### src/rtl/retire_unit_pkg.sv
// Shared definitions for the commit stage: default widths, physical tag size
// and the retirement state encoding.
package retire_unit_pkg;

  localparam int RETIRE_WIDTH     = 2;
  localparam int PHYS_REG_SZ_R10K = 64;
  localparam int PHYS_TAG         = $clog2(PHYS_REG_SZ_R10K);
  localparam int ARCH_REG_COUNT   = 32;

  typedef enum logic [1:0] {
    RUN     = 2'd0,
    RECOVER = 2'd1,
    HALTED  = 2'd2
  } retire_state_e;

endpackage

### src/rtl/retire_unit_select.sv
// Prefix eligibility over the ROB head window: a lane retires only if every
// older lane retires and none of them ends the retire group.
module retire_select #(
  parameter  int N  = 2,
  localparam int CW = $clog2(N + 1)
) (
  input  logic          enable,
  input  logic [N-1:0]  valid,
  input  logic [N-1:0]  complete,
  input  logic [N-1:0]  mispredict,
  input  logic [N-1:0]  halt,
  output logic [N-1:0]  retire_mask,
  output logic [CW-1:0] retire_count
);

  logic chain_open;

  always_comb begin
    retire_mask  = '0;
    retire_count = '0;
    chain_open   = enable;
    for (int i = 0; i < N; i++) begin
      if (chain_open && valid[i] && complete[i]) begin
        retire_mask[i] = 1'b1;
        retire_count   = retire_count + CW'(1);
        // A branch or halt closes the group so it is always the youngest retired lane
        chain_open     = !mispredict[i] && !halt[i];
      end else begin
        chain_open = 1'b0;
      end
    end
  end

endmodule

### src/rtl/retire_unit.sv
// In-order N-wide commit stage: retires the completed ROB head prefix, keeps the
// precise architectural map and returns superseded tags to the freelist.
module retire_unit
  import retire_unit_pkg::*;
#(
  parameter  int N          = RETIRE_WIDTH,
  parameter  int PR_COUNT   = PHYS_REG_SZ_R10K,
  parameter  int ARCH_COUNT = ARCH_REG_COUNT,
  localparam int TW         = $clog2(PR_COUNT),
  localparam int AW         = $clog2(ARCH_COUNT),
  localparam int CW         = $clog2(N + 1)
) (
  input  logic                           clock,
  input  logic                           reset_n,
  input  logic [N-1:0]                   rob_valid,
  input  logic [N-1:0]                   rob_complete,
  input  logic [N-1:0]                   rob_has_dest,
  input  logic [N-1:0][AW-1:0]           rob_arch_dest,
  input  logic [N-1:0][TW-1:0]           rob_new_tag,
  input  logic [N-1:0][TW-1:0]           rob_old_tag,
  input  logic [N-1:0]                   rob_mispredict,
  input  logic [N-1:0]                   rob_halt,
  output logic [CW-1:0]                  retire_count,
  output logic [N-1:0]                   RetireEN,
  output logic [N-1:0][TW-1:0]           RetireReg,
  output logic                           BPRecoverEN,
  output logic [ARCH_COUNT-1:0][TW-1:0]  archi_maptable,
  output logic                           halted,
  output logic [31:0]                    retired_insts
);

  retire_state_e state, state_next;
  logic [N-1:0]  retire_mask;
  logic          select_enable;

  assign select_enable = reset_n && (state == RUN);

  retire_select #(.N(N)) u_select (
    .enable       (select_enable),
    .valid        (rob_valid),
    .complete     (rob_complete),
    .mispredict   (rob_mispredict),
    .halt         (rob_halt),
    .retire_mask  (retire_mask),
    .retire_count (retire_count)
  );

  always_comb begin
    RetireEN  = retire_mask & rob_has_dest;
    RetireReg = '0;
    for (int i = 0; i < N; i++) begin
      if (RetireEN[i]) RetireReg[i] = rob_old_tag[i];
    end
  end

  always_comb begin
    state_next = state;
    unique case (state)
      RUN: begin
        // Halt outranks mispredict when one lane carries both
        if (|(retire_mask & rob_halt))            state_next = HALTED;
        else if (|(retire_mask & rob_mispredict)) state_next = RECOVER;
      end
      RECOVER: state_next = RUN;
      HALTED:  state_next = HALTED;
      default: state_next = RUN;
    endcase
  end

  always_ff @(posedge clock or negedge reset_n) begin
    if (!reset_n) state <= RUN;
    else          state <= state_next;
  end

  assign BPRecoverEN = (state == RECOVER);
  assign halted      = (state == HALTED);

  // Ascending lane order lets the youngest writer of a duplicate destination win
  always_ff @(posedge clock or negedge reset_n) begin
    if (!reset_n) begin
      for (int r = 0; r < ARCH_COUNT; r++) archi_maptable[r] <= TW'(r);
    end else begin
      for (int i = 0; i < N; i++) begin
        if (RetireEN[i]) archi_maptable[rob_arch_dest[i]] <= rob_new_tag[i];
      end
    end
  end

  always_ff @(posedge clock or negedge reset_n) begin
    if (!reset_n) retired_insts <= '0;
    else          retired_insts <= retired_insts + 32'(retire_count);
  end

endmodule

### config.mk
export PLATFORM = sky130hd
export DESIGN_NAME = retire_unit
export DESIGN_NICKNAME = d
export VERILOG_FILES = /design/src/rtl/retire_unit_pkg.sv /design/src/rtl/retire_unit_select.sv /design/src/rtl/retire_unit.sv
export SDC_FILE = /design/constraint.sdc
export NUM_CORES = 1
export LEC_CHECK = 0
export ABC_CLOCK_PERIOD_IN_PS = 7200
export BUFFER_PORTS_ARGS = -buffer_cell sky130_fd_sc_hd__buf_2
export CAP_MARGIN = 20
export CORE_MARGIN = 2
export CORE_UTILIZATION = 40
export CTS_BUF_LIST = sky130_fd_sc_hd__clkbuf_4
export DETAILED_ROUTE_END_ITERATION = 16
export PLACE_DENSITY = 0.71
export RECOVER_POWER = 50
export REMOVE_ABC_BUFFERS = 1
export SYNTH_ARGS = -nofsm -noshare
export SYNTH_HDL_FRONTEND = slang
export SYNTH_SLANG_ARGS = --single-unit
### constraint.sdc
create_clock -name clock -period 7.2 [get_ports clock]
set_input_delay 1.08 -clock clock [delete_from_list [all_inputs] [get_ports clock]]
set_output_delay 1.08 -clock clock [all_outputs]
set_load 0.02 [all_outputs]
==> flow_metrics.py <==
metrics = {
    "cts": {
        "clockBufferDepth": 3,
        "clock_pin_transition_on_the_worst_setup_and_hold_timing_paths_ps": 70,
        "cts.hold.buffers_added": 0,
        "tritoncts": "built",
        "clk_latency_ps": 680,
        "cts_post_setup_buffers_inserted": 0,
        "post_cts.resized_instances": 0,
        "h-tree-depth": 2,
        "tritoncts_num_sinks": 226,
        "cts_buffers": 60,
        "clk_root_buffer_cell": "clkbuf_4",
    },
    "floorplanning": {
        "fp_rows": 62,
        "die_y_um": 175.9,
        "die_width_um": 175.9,
        "top_level_ports": 288,
        "floorplan.initialDensity": 0.4084,
        "fp.coreArea_um2": 28940,
        "dieArea_um2": 30940,
    },
    "worst_setup_path": {
        "highest_delay_cell_along_the_critical_path": "clkbuf_1",
        "cp.buffers_inverters": 3,
        "cp_max_fo": 100,
        "critPathKind": "primary input to asynchronous set/reset pin",
        "critical-path-max-stage-delay_ps": 2850,
        "crit_chain": "buf_8, clkbuf_1, buf_4",
        "startpoint_type": "primary input",
        "worst_ep_arrival_ps": 5550,
        "critical_path.top_delay_family": "buffers and inverters",
        "worstSetupEndpointType": "asynchronous set/reset pin",
        "required_time_at_the_endpoint_of_the_critical_path_ps": 7890,
    },
    "synth": {
        "ys_async_sr_fraction": 1.000,
        "cell_count_after_synthesis": 882,
        "avgSynthCellArea_um2": 13.40,
        "synth.lib_cells_used.distinct": 40,
        "post-synth-top-area-cell": "mux2_2",
        "synth_top_area_frac": 0.3602,
        "syn_area_um2": 11820,
        "ys_warn_count": 0,
        "yosys_register_bits": 226,
        "synth_ff_type": "dfrtp_1",
        "synth_top_cells_by_area": "mux2_2 36%, dfrtp_1 31%, dfstp_2 18%",
        "number_of_enable_type_register_cells_in_the_synthesized_netlist": 0,
        "ys_seq_area_frac": 0.4870,
    },
    "drt": {
        "dr.pass1.iters": 4,
        "route.detailed.vias_per_inst": 5.223,
        "post_drt_wl_per_cell_um": 21.56,
        "dr.first_iter.drc_count": 495,
        "postRouteWirelength_um": 35060,
        "num_vias": 8492,
        "detail_route.drc_violations": 0,
        "final_antenna_net_count": 0,
    },
    "placed_design": {
        "placed_area_um2": 13620,
        "numPlacedInstances": 1508,
        "pre_cts_ws_ps": 2212,
        "routabilityCongestion": 0.8679,
        "post-dp-hpwl_um": 23040,
        "buffer_ports.inserted": 287,
    },
    "hold_path": {
        "hold_path.class": "primary input to asynchronous set/reset pin",
    },
    "cells_and_area": {
        "layoutNonFillerInstCount": 1626,
        "fin_area_um2": 14210,
        "net_count_of_the_finished_layout": 1236,
        "layout-drive-gt1-share": 0.5764,
        "final_core_utilization": 0.4913,
        "synthToLayoutAreaGrowth_pct": 20.29,
    },
    "global_route": {
        "grt_overflow_total": 0,
        "grt_first_pass_wirelength_um": 52150,
        "globalRouteTotalUtil": 0.2224,
        "first_global_vias": 8612,
        "grt_start_max_net_pins": 101,
        "initial_antenna_violation_count": 7,
    },
    "sta": {
        "slew-limit-headroom": -1.643,
        "clock.fmax_mhz": 205.9,
        "grt_setup_unrepaired": "no",
        "timing.hold.ws_ps": 428.3,
        "finalHoldViolations": 0,
        "finalCriticalPeriod_ps": 4857,
        "final.setup.tns_ps": 0,
        "worst_slack_ps": 2343,
        "skew_ps": 29.05,
        "worst-slew-pin-transition_ps": 3964,
        "ratio_of_final_minimum_period_to_clock_period": 0.6746,
        "setup_viol": 0,
        "timing.final.max_slew_violations": 72,
    },
    "power": {
        "ir_worst_vdd_mv": 0.1486,
        "design_power_total_mw": 2.974,
        "power.static_leakage_nw": 6.705,
        "cellPowerDensity_nw_per_um2": 209.2,
    },
    "outcome": {
        "status": "complete, but fails checks",
        "failed_checks": "capacitance limit, slew limit",
    },
    "flow_run": {
        "max-cap-violations": 1,
    },
}
## final timing paths
| kind | startpoint | end | cells after the start | slack, ps |
|---|---|---|---|---|
| worst max-delay path | reset_n | archi_maptable[180] | 3 | 2340 |
| worst min-delay path | reset_n | archi_maptable[17] | 1 | 430 |
| worst max register to register | state[1] | retired_insts[30] | 11 | 3080 |
| worst min register to register | retired_insts[31] | retired_insts[31] | 1 | 470 |
| max in group clock | reset_n | RetireReg[11] | 5 | 2830 |
| min in group clock | retired_insts[31] | retired_insts[31] | 1 | 470 |
## cell usage in the layout (no fill, tap or decap), types with 7 or more instances in the layout
master / count
nand4_1: 15
and2_1: 7
and3_1: 13
inv_1: 8
clkinv_1: 8
nor3_1: 8
nand3b_1: 8
buf_2: 106
mux2_2: 378
dfstp_2: 80
nand3_1: 37
clkbuf_4: 102
clkbuf_1: 181
dfrtp_1: 146
nand4b_1: 7
nor2_1: 8
nor3_2: 25
xnor2_1: 24
nand2_1: 14
## final cells by class
cell class / instances / area (um2)
Timing Repair Buffer: 294 / 1270
Tap cell: 384 / 480.5
Clock buffer: 102 / 765.7
Sequential cell: 226 / 5756
Clock inverter: 11 / 42.54
Multi-Input combinational cell: 596 / 5858
Fill cell: 2712 / 14720
Antenna cell: 5 / 12.51
Inverter: 8 / 30.03
## power breakdown
group / internal, mW / switching [mW]
combinational: 0.135 / 0.266
sequential: 1.35 / 0.0504
clock: 0.634 / 0.539
total: 2.12 / 0.856
## registers in the layout, summed over array words and instances, names as in the netlist
name,count
archi_maptable,192
state,2
retired_insts,32
## worst reg2reg max path, delay by kind of cell (launching register included)
family / cells / cell delay (ps)
buffers and inverters: 2 / 330
AND/OR/NAND/NOR: 5 / 2250
XOR/XNOR: 1 / 180
adder cells (fa/ha/maj): 3 / 760
flip-flops: 1 / 470
## cell families (layout without fill, tap and decap cells)
group,count (synthesis),after routing,share of synthesized area
mux,384,384,0.3659
flops,226,226,0.4870
simple gates,174,174,0.09804
buf+inv,60,415,0.01969
xor+xnor,30,30,0.02223
fa+ha+maj,4,4,0.004871
compound gates,4,4,0.002224
other cells,0,5,0
## cell usage after synthesis (3+ instances only)
cell,count
nor3_1,8
nor3b_1,4
nor3_2,25
dfstp_2,80
nand3b_1,8
buf_2,6
mux2_2,378
xnor2_1,24
mux2_1,6
nand2_1,14
and2_1,7
or3b_2,3
inv_1,8
nor4_1,3
dfrtp_1,146
nor2_1,8
nand3_1,37
nor2b_1,6
ha_1,3
nand4b_1,7
and3_1,13
clkbuf_1,46
nand4_1,15
xor2_1,6
or3_1,3
## layer usage
layer	GRT usage	part of all wire
met4	0.06577	0.017
met1	0.2814	0.43
met5	0	0.00054
met2	0.3704	0.48
met3	0.06364	0.074
No activity file was read; power rests on OpenSTA's default activity.
